File: src/rtl/seq_signed_divider.sv
// Iterative radix-2 signed divider: restoring division on magnitudes,
// one quotient bit per clock, quotient truncated toward zero.
module seq_signed_divider #(
    parameter int pN = 4,
    localparam int N = 2 ** pN
) (
    input  logic         Clk,
    input  logic         Rst_n,
    input  logic         En,
    input  logic [N-1:0] Dividend,
    input  logic [N-1:0] Divisor,
    output logic         Busy,
    output logic         Valid,
    output logic [N-1:0] Quotient,
    output logic [N-1:0] Remainder,
    output logic         DivByZero
);

    typedef enum logic [1:0] {
        IDLE = 2'd0,
        CALC = 2'd1,
        FIX  = 2'd2
    } state_t;

    state_t        state_q, state_d;
    logic [N-1:0]  qreg_q, qreg_d;
    logic [N:0]    rem_q, rem_d;
    logic [N-1:0]  dvs_q, dvs_d;
    logic [pN-1:0] cnt_q, cnt_d;
    logic          quo_neg_q, quo_neg_d;
    logic          rem_neg_q, rem_neg_d;
    logic          zero_q, zero_d;
    logic [N-1:0]  quotient_q, quotient_d;
    logic [N-1:0]  remainder_q, remainder_d;
    logic          dbz_q, dbz_d;
    logic          valid_q, valid_d;
    logic [N+1:0]  trial;

    // Register update with synchronous active-low reset
    always_ff @(posedge Clk) begin
        if (!Rst_n) begin
            state_q     <= IDLE;
            qreg_q      <= '0;
            rem_q       <= '0;
            dvs_q       <= '0;
            cnt_q       <= '0;
            quo_neg_q   <= 1'b0;
            rem_neg_q   <= 1'b0;
            zero_q      <= 1'b0;
            quotient_q  <= '0;
            remainder_q <= '0;
            dbz_q       <= 1'b0;
            valid_q     <= 1'b0;
        end else begin
            state_q     <= state_d;
            qreg_q      <= qreg_d;
            rem_q       <= rem_d;
            dvs_q       <= dvs_d;
            cnt_q       <= cnt_d;
            quo_neg_q   <= quo_neg_d;
            rem_neg_q   <= rem_neg_d;
            zero_q      <= zero_d;
            quotient_q  <= quotient_d;
            remainder_q <= remainder_d;
            dbz_q       <= dbz_d;
            valid_q     <= valid_d;
        end
    end

    // Next-state, datapath step and result fix-up
    always_comb begin
        state_d     = state_q;
        qreg_d      = qreg_q;
        rem_d       = rem_q;
        dvs_d       = dvs_q;
        cnt_d       = cnt_q;
        quo_neg_d   = quo_neg_q;
        rem_neg_d   = rem_neg_q;
        zero_d      = zero_q;
        quotient_d  = quotient_q;
        remainder_d = remainder_q;
        dbz_d       = dbz_q;
        valid_d     = 1'b0;
        // Extra top bit makes the trial sign unambiguous
        trial = {rem_q, qreg_q[N-1]} - {2'b00, dvs_q};
        unique case (state_q)
            IDLE: begin
                if (En) begin
                    qreg_d    = Dividend[N-1] ? -Dividend : Dividend;
                    dvs_d     = Divisor[N-1] ? -Divisor : Divisor;
                    quo_neg_d = Dividend[N-1] ^ Divisor[N-1];
                    rem_neg_d = Dividend[N-1];
                    zero_d    = (Divisor == '0);
                    rem_d     = '0;
                    cnt_d     = '0;
                    state_d   = CALC;
                end
            end
            CALC: begin
                qreg_d = {qreg_q[N-2:0], ~trial[N+1]};
                rem_d  = trial[N+1] ? {rem_q[N-1:0], qreg_q[N-1]}
                                    : trial[N:0];
                cnt_d  = cnt_q + 1'b1;
                if (cnt_q == pN'(N - 1)) begin
                    state_d = FIX;
                end
            end
            FIX: begin
                // With a zero divisor R ends as |Dividend|, so the
                // signed remainder already equals Dividend.
                if (zero_q) begin
                    quotient_d = '1;
                end else begin
                    quotient_d = quo_neg_q ? -qreg_q : qreg_q;
                end
                remainder_d = rem_neg_q ? -rem_q[N-1:0] : rem_q[N-1:0];
                dbz_d       = zero_q;
                valid_d     = 1'b1;
                state_d     = IDLE;
            end
            default: begin
                state_d = IDLE;
            end
        endcase
    end

    assign Busy      = (state_q != IDLE);
    assign Valid     = valid_q;
    assign Quotient  = quotient_q;
    assign Remainder = remainder_q;
    assign DivByZero = dbz_q;

endmodule

File: config.mk
export PLATFORM = sky130hd
export DESIGN_NAME = seq_signed_divider
export DESIGN_NICKNAME = d
export VERILOG_FILES = /design/src/rtl/seq_signed_divider.sv
export SDC_FILE = /design/constraint.sdc
export NUM_CORES = 1
export LEC_CHECK = 0
export CAP_MARGIN = 20
export CORE_ASPECT_RATIO = 1.75
export CORE_UTILIZATION = 50
export CTS_CLUSTER_DIAMETER = 40
export CTS_CLUSTER_SIZE = 16
export DETAILED_ROUTE_END_ITERATION = 16
export GPL_TIMING_DRIVEN = 0
export PLACE_DENSITY = 0.73
export REMOVE_ABC_BUFFERS = 1
export SLEW_MARGIN = 20
export SYNTH_ARGS = -nofsm -noshare
export SYNTH_HDL_FRONTEND = slang
export SYNTH_SLANG_ARGS = --single-unit
export TNS_END_PERCENT = 100
File: constraint.sdc
create_clock -name Clk -period 6.8 [get_ports Clk]
set_input_delay 1.02 -clock Clk [delete_from_list [all_inputs] [get_ports Clk]]
set_output_delay 1.02 -clock Clk [all_outputs]
set_load 0.05 [all_outputs]
==> results of run 1 <==
-- cells by family (layout without fill, tap and decap cells) --
| group | Yosys count | count (layout) |
|---|---|---|
| adders and majority gates | 22 | 22 |
| xor gates and xnor gates | 68 | 68 |
| DFF | 92 | 92 |
| and+or+nand+nor | 216 | 216 |
| buffers and inverters | 74 | 118 |
| muxes | 2 | 2 |
| AOI/OAI and AO/OA | 189 | 189 |
-- registers in the layout, summed over array words and instances, names as in the netlist --
register / flops
Remainder: 16
rem_neg_q: 1
DivByZero: 1
state_q: 2
quo_neg_q: 1
qreg_q: 16
Quotient: 16
dvs_q: 16
rem_q: 17
cnt_q: 4
zero_q: 1
Valid: 1
-- tightest hold or removal path, delay by kind of cell, from the launching register on --
kind	cells	cell delay [ns]
flip-flops	1	0.32
AO/OA/AOI/OAI	1	0.06
AND/OR/NAND/NOR	1	0.05
-- cells in the mapped netlist (5+ instances only) --
cell type  instances  area, sq um
a21boi_0           6         45.0
a21o_1             8         60.1
a21oi_1           28          140
a222oi_1          12          120
a22oi_1            5         37.5
and2_1             8         50.1
and3_1             8         50.1
clkbuf_1          35          131
dfxtp_1           92         1840
ha_1              21          263
inv_1             29          109
nand2_1           95          357
nand2b_1           9         56.3
nand4_1           15         93.8
nor2_1            16         60.1
nor2b_1           21          131
nor3_1             8         40.0
o211a_1           30          300
o211ai_1           8         60.1
o211ai_2          11          138
o21ai_0           35          175
o31ai_1           18          135
or2_2              6         37.5
or3_1              6         37.5
or4_1              5         37.5
xnor2_1           26          228
xor2_1            42          368
-- routing by layer --
metal  routed length [um]  vias up
li1                     -     2478
met1                 5180     2403
met2                 7700      161
met3                  569       38
met4                  489        0
met5                    0        -
-- through the flow --
| step | util [%] | power [W] |
|---|---|---|
| 6_report | 62.1 | 0.00244 |
| 5_1_grt | 62.1 | 0.00262 |
| 4_1_cts | 62.1 | 0.00244 |
| 3_5_place_dp | 59.1 | 0.00189 |
| 3_3_place_gp | 58.1 | 0.00184 |
| 2_1_floorplan | - | 0.00160 |
-- path summary, 6_finish.rpt --
kind,end,start
worst min register to register,dvs_q[0],dvs_q[0]
worst min-delay path,dvs_q[0],dvs_q[0]
worst max-delay path,rem_q[1],rem_q[3]
worst max register to register,rem_q[1],rem_q[3]
-- where the power goes --
part | internal, W | leakage, nW | switching, W
registers | 0.000596 | 0.748 | 0.0000955
clock network | 0.000325 | 0.150 | 0.000218
logic | 0.000488 | 1.98 | 0.000722
total | 0.00141 | 2.88 | 0.00104
-- area by class of cell --
type	instances	area share, %
Multi-Input combinational cell	497	52.1
Tap cell	130	2.44
Clock inverter	5	1.27
Inverter	29	1.63
Timing Repair Buffer	73	11.5
Clock buffer	11	3.48
Sequential cell	92	27.6
==> flow_summary.yaml, run 1 <==
pwr:
  p_leak_nw: 2.88
  powerDensity_nw_per_um2: 366
  vdd_ir_drop_max_mv: 0.321
floorplan:
  core_area_sq_um: 10800
  design.die.area_sq_um: 11600
  die_width_um: 81.9
  start_util_pct: 51.9
  die_h_um: 142
  rows: 50
  ioPinCount: 70
grt:
  grt_pass1_wl_um: 22600
  grt_start_max_net_pins: 79
  grt_use_met2_pct: 47.7
  top_usage_layer: "met2"
  grt.total_usage_pct: 25.0
  grt_pass1_vias: 4920
  antenna_found_initial: 0
  met1_usage_pct: 24.9
  grt_use_met3_pct: 3.28
  grt_overflow: 0
critical_path:
  path_delay_family: "compound AO/OA/AOI/OAI gates"
  cp.depth: 8
  path_cells: "ha_1 > a21o_1 > or3_4 > o211ai_2 > a21boi_1 > o31ai_4 > and2_1 > a311o_1"
  slowest_delay_ns: 0.76
  cp_data_arrival_time_ns: 3.89
  criticalPathCategory: "reg2reg"
  end_kind: "flop"
  crit_fanout: 21
  crit_path_start_kind: "flop"
  critPathSlowestCell: "and2_1"
  regToRegSetupSlack_ns: 3.19
  cp_num_buf_inv: 0
  required_ns: 7.09
  reg2reg_depth: 8
place:
  dp_slack_ns: 3.27
  io_buffers: 69
  dp_cells: 821
  gp_congestion: 0.864
  hpwl_um: 10300
  dpl-instance-area_sq_um: 6360
clock_network:
  clk_pin_slew_ns: 0.07
  cts_sinks: 92
  holdBufCountCts: 0
  post_cts_resized: 0
  post_cts_buffers: 0
  clockBufferDepth: 2
  clock_latency_ns: 0.34
  ctsRootBufferMaster: "clkbuf_16"
  htreeDepth: 3
  cts-buffers-inserted: 9
  cts_tree: "built"
drt:
  drt-initial-drc-count: 230
  vias: 5080
  viasPerCell: 6.07
  drc: 0
  first_pass_iters: 6
  postRouteAntennaNets: 0
  wl_per_cell_um: 16.7
  routed_wl_um: 13900
sta:
  period_minus_slack_ns: 3.61
  setup_ws_ns: 3.19
  rsz0062_at_grt: "false"
  finalHoldWorstSlack_ns: 0.477
  finalCritPeriodShare_pct: 53.0
  slew-limit-headroom_pct: 30.6
  hold_viol: 0
  worst_slew_pin_slew_ns: 1.04
  finalSetupViolations: 0
  finClkSkew_ns: 0.00521
  fmax_mhz: 277
  slew_violations: 0
  tns_ns: 0
status:
  status: "finished clean"
layout:
  multi_input_area_sq_um: 3480
  fill_cells: 945
  layout-drive-gt1-share_pct: 6.79
  final_cell_mix: "95 x nand2_1, 92 x dfxtp_1, 68 x clkdlybuf4s50_1"
  area_delta_synth_final_pct: 19.5
  final_area_sq_um: 6680
  layout_commonest_cell: "nand2_1"
  final_cells: 837
  nNetsFinal: 759
  diodes: 0
  seq_area_sq_um: 1840
synthesis:
  yosys_warnings: 0
  synth_edf_count: 0
  synthFlopType: "dfxtp_1"
  synth_adder_area_share_pct: 5.06
  syn_inst: 663
  synth-seq-cells: 92
  synth_top_family_by_area: "compound AO/OA/AOI/OAI gates"
  synthSimpleGateAreaFrac_pct: 19.6
  ys_async_sr_fraction_pct: 0
  synth_xor_area_share_pct: 10.7
  seq_area_frac_synth_pct: 33.0
  syn-cell-area_sq_um: 5590
  postSynthAreaPerCell_sq_um: 8.43
  ys_types: 59
  synth_mux_area_share_pct: 0.358
  synth_compound_area_share_pct: 26.1
flow_run:
  drv_cap: 0
min_path:
  holdPathStages: 2
  min_path_type: "reg2reg"
(Power assumes the default switching activity.)
==> run 2: changes to the inputs <==
Settings changed: PLACE_DENSITY 0.73 to 0.76.
Clock period 6.8 ns to 3.28 ns, I/O delays scaled along.
==> flow_summary.yaml, run 2 (synthesis results as in run 1) <==
clock_network:
  cts_sinks: 92
  cts_tree: "built"
  htreeDepth: 3
  ctsRootBufferMaster: "clkbuf_16"
  clockBufferDepth: 2
  clock_latency_ns: 0.35
  cts-buffers-inserted: 9
  clk_pin_slew_ns: 0.07
  holdBufCountCts: 0
drt:
  drt-initial-drc-count: 326
  routed_wl_um: 13700
  postRouteAntennaNets: 0
  vias: 4983
  wl_per_cell_um: 16.4
  drc: 0
  first_pass_iters: 8
  viasPerCell: 5.96
place:
  hpwl_um: 10000
  gp_congestion: 0.901
  dp_cells: 819
  io_buffers: 69
  dpl-instance-area_sq_um: 6310
layout:
  final_cell_mix: "95 x nand2_1, 92 x dfxtp_1, 68 x clkdlybuf4s50_1"
  layout-drive-gt1-share_pct: 7.08
  area_delta_synth_final_pct: 18.4
  layout_commonest_cell: "nand2_1"
  largest_reg_flops: 17
  regMostFlops: "rem_q"
  final_cells: 836
  diodes: 0
  nNetsFinal: 758
  final_area_sq_um: 6620
sta:
  rsz0062_at_grt: "false"
  finClkSkew_ns: 0.00768
  fmax_mhz: 321
  period_minus_slack_ns: 3.11
  tns_ns: 0
  hold_viol: 0
  slew_violations: 0
  finalSetupViolations: 0
  slew-limit-headroom_pct: 28.7
  finalCritPeriodShare_pct: 94.9
  worst_slew_pin_slew_ns: 1.06
pwr:
  powerDensity_nw_per_um2: 750
  power_w: 0.00496
  p_leak_nw: 2.84
  vdd_ir_drop_max_mv: 0.510
critical_path:
  end_kind: "flop"
  crit_fanout: 21
  cp_data_arrival_time_ns: 3.35
  reg2reg_depth: 8
  criticalPathCategory: "reg2reg"
  crit_path_start_kind: "flop"
  required_ns: 3.52
  slowest_delay_ns: 0.60
  regToRegSetupSlack_ns: 0.17
  critPathSlowestCell: "or4_4"
  worstReg2RegStart: "rem_q[3]"
  r2r-end: "rem_q[1]"
  path_cells: "ha_1 > a21o_1 > or3_4 > o211ai_2 > a21boi_1 > or4_4 > and2_4 > a311o_1"
min_path:
  hold_end: "DivByZero"
  min_path_type: "reg2reg"
  holdCritStartpoint: "DivByZero"
  holdPathStages: 2
floorplan:
  ioPinCount: 70
  core_area_sq_um: 10800
  design.die.area_sq_um: 11600
  rows: 50
  start_util_pct: 51.9
  die_width_um: 81.9
  die_h_um: 142
grt:
  grt_pass1_vias: 4627
  grt_pass1_wl_um: 21400
  grt_start_max_net_pins: 79
  grt.total_usage_pct: 23.9
  grt_overflow: 0
  antenna_found_initial: 0
flow_run:
  drv_cap: 0
status:
  status: "finished clean"
-- run 2: changes by cell type in the layout (fill, tap and decap cells not counted) --
cell,before,now
and2_1,7,6
and2_4,0,1
buf_12,0,1
buf_16,2,0
buf_6,1,0
bufinv_16,2,0
clkbuf_1,2,0
clkbuf_8,0,1
clkinv_2,0,1
clkinvlp_4,1,2
inv_6,1,2
o31ai_2,0,1
-- run 2: worst max-delay path by stage --
stage,from,depth (start not counted),endpoint
floorplan,rem_q[3],8,rem_q[1]
detailed placement,rem_q[3],8,rem_q[16]
global route,rem_q[3],8,rem_q[1]
finish,rem_q[3],8,rem_q[1]
global placement,rem_q[3],8,rem_q[4]
CTS,rem_q[3],8,rem_q[1]
-- run 2: routing by layer --
metal,vias up,GRT usage [%],part of all wire [%]
li1,2472,-,-
met1,2363,23.5,37
met2,114,46.4,57
met3,34,4.24,3.2
met4,0,9.79,2.7
met5,-,0,0
-- run 2: final cells by class --
type / count / area (sq um)
Multi-Input combinational cell: 498 / 3490
Tap cell: 130 / 163
Fill cell: 972 / 4150
Sequential cell: 92 / 1840
Clock buffer: 10 / 239
Inverter: 29 / 109
Clock inverter: 6 / 46.3
Timing Repair Buffer: 71 / 723
-- run 2: power by group --
group	switching [W]	internal [W]
Clock	0.000463	0.000540
Sequential	0.000214	0.00124
Combinational	0.00148	0.00103
-- run 2: repair_timing --
item | 4_1_cts | 5_1_grt
gates resized for setup | 1 | 1
pin swaps | 0 | 2
cloned | 0 | 1
endpoints found under the hold margin | 0 | 0
setup endpoints to repair | 15 | 15
setup buffers | 0 | 0
-- run 2: critical path, delay by kind of cell (launching register included) --
kind	cells	cell delay, ns
compound gates	4	0.95
fa+ha+maj	1	0.33
flops	1	0.48
simple gates	3	1.24
-- run 2: stage by stage --
step                      worst slack [ns]  hold slack, ns  util [%]
after detailed placement            -0.197           0.472      58.7
after global routing                0.0536           0.509      61.5
after CTS                           0.0194           0.485      61.3
after global placement               -1.16           0.463      58.1
final                                0.166           0.481      61.5
after floorplan                     -0.314           0.447         -
==> run 3: changes to the inputs <==
Settings changed: CTS_CLUSTER_DIAMETER 40 to 30, SLEW_MARGIN 20 to not set.
==> flow_summary.yaml, run 3 (synthesis results as in run 1) <==
clock_network:
  cts_tree: "built"
  clk_pin_slew_ns: 0.07
  cts_sinks: 92
  ctsRootBufferMaster: "clkbuf_16"
  clockBufferDepth: 2
  clock_latency_ns: 0.34
  htreeDepth: 3
  cts-buffers-inserted: 9
sta:
  fmax_mhz: 328
  slew_violations: 0
  hold_viol: 0
  slew-limit-headroom_pct: 27.1
  finalSetupViolations: 0
  rsz0062_at_grt: "false"
  finalHoldWorstSlack_ns: 0.472
  worst_slew_pin_slew_ns: 1.09
  finClkSkew_ns: 0.00691
  finalCritPeriodShare_pct: 93.1
  period_minus_slack_ns: 3.05
  tns_ns: 0
critical_path:
  required_ns: 3.51
  criticalPathCategory: "reg2reg"
  regToRegSetupSlack_ns: 0.23
  r2r-end: "rem_q[1]"
  end_kind: "flop"
  cp_data_arrival_time_ns: 3.28
  worstReg2RegStart: "rem_q[3]"
  crit_path_start_kind: "flop"
  reg2reg_depth: 8
  crit_fanout: 21
place:
  io_buffers: 69
  gp_congestion: 0.901
  hpwl_um: 10100
grt:
  grt_pass1_vias: 4721
  antenna_found_initial: 0
  grt_pass1_wl_um: 21300
  grt.total_usage_pct: 23.7
  grt_overflow: 0
  grt_start_max_net_pins: 63
layout:
  layout-drive-gt1-share_pct: 6.93
  diodes: 0
  nNetsFinal: 759
  area_delta_synth_final_pct: 18.7
  largest_reg_flops: 17
  layout_commonest_cell: "nand2_1"
  final_cell_mix: "95 x nand2_1, 92 x dfxtp_1, 68 x clkdlybuf4s50_1"
  regMostFlops: "rem_q"
floorplan:
  core_area_sq_um: 10800
  ioPinCount: 70
  start_util_pct: 51.9
  die_width_um: 81.9
  rows: 50
  die_h_um: 142
  design.die.area_sq_um: 11600
drt:
  routed_wl_um: 13400
  viasPerCell: 5.96
  first_pass_iters: 5
  drc: 0
  vias: 4992
  wl_per_cell_um: 16.0
  drt-initial-drc-count: 261
  postRouteAntennaNets: 0
pwr:
  vdd_ir_drop_max_mv: 0.433
  p_leak_nw: 2.87
  powerDensity_nw_per_um2: 752
min_path:
  hold_end: "DivByZero"
  min_path_type: "reg2reg"
  holdCritStartpoint: "DivByZero"
  holdPathStages: 2
flow_run:
  drv_cap: 0
status:
  status: "finished clean"
run 3: area by class of cell:
| type | count | area, sq um |
|---|---|---|
| fillers | 964 | 4120 |
| multi-input cells | 497 | 3470 |
| flip-flops and latches | 92 | 1840 |
| repair buffers | 73 | 748 |
| clock buffers | 10 | 239 |
| well taps | 130 | 163 |
| inverters | 29 | 109 |
| clock inverters | 6 | 68.8 |
run 3: worst max-delay path by stage:
stage	end	cells after the start	slack, ns	start
final	rem_q[1]	8	0.23	rem_q[3]
after floorplan	rem_q[1]	8	-0.31	rem_q[3]
after global routing	rem_q[16]	9	0.09	rem_q[3]
after global placement	rem_q[4]	8	-1.16	rem_q[3]
after CTS	rem_q[1]	8	0.11	rem_q[3]
after detailed placement	rem_q[4]	9	-0.11	rem_q[3]
run 3: per-layer routing:
| layer | wire (um) | vias to the layer above | track usage, % |
|---|---|---|---|
| met1 | 5020 | 2361 | 23.6 |
| met2 | 7410 | 124 | 45.2 |
| met3 | 458 | 34 | 2.96 |
| met4 | 488 | 0 | 13.0 |
| li1 | - | 2473 | - |
| met5 | 0 | - | 0 |
run 3: metrics by stage:
stage          cell area [sq um]  power [W]  instances  util, %  worst slack [ns]
6_report                    6640    0.00499        837     61.7             0.227
4_1_cts                     6640    0.00497        837     61.7             0.105
3_5_place_dp                6330    0.00389        821     58.8            -0.106
5_1_grt                     6640    0.00535        837     61.7            0.0908
3_3_place_gp                6250    0.00382        817     58.1             -1.16
2_1_floorplan               5400    0.00332        618        -            -0.314
run 3: where the power goes:
group          internal, W  switching, W
combinational      0.00103       0.00144
clock             0.000618      0.000451
sequential         0.00124      0.000203
total              0.00289       0.00210
run 3: timing repair:
item | in CTS | in global routing
hold buffers | 0 | 0
setup endpoints to repair | 15 | 15
gates resized for setup | 1 | 1
pin swaps | 0 | 0
buffers inserted | 0 | 0
run 3: critical path: stages, from the launching register on:
cell and delay (ns):
dfxtp_1 0.47, ha_1 0.33, a21o_1 0.23, or3_4 0.35, o211ai_2 0.19, a21boi_1 0.12
or4_4 0.63, and2_4 0.29, a311o_1 0.32
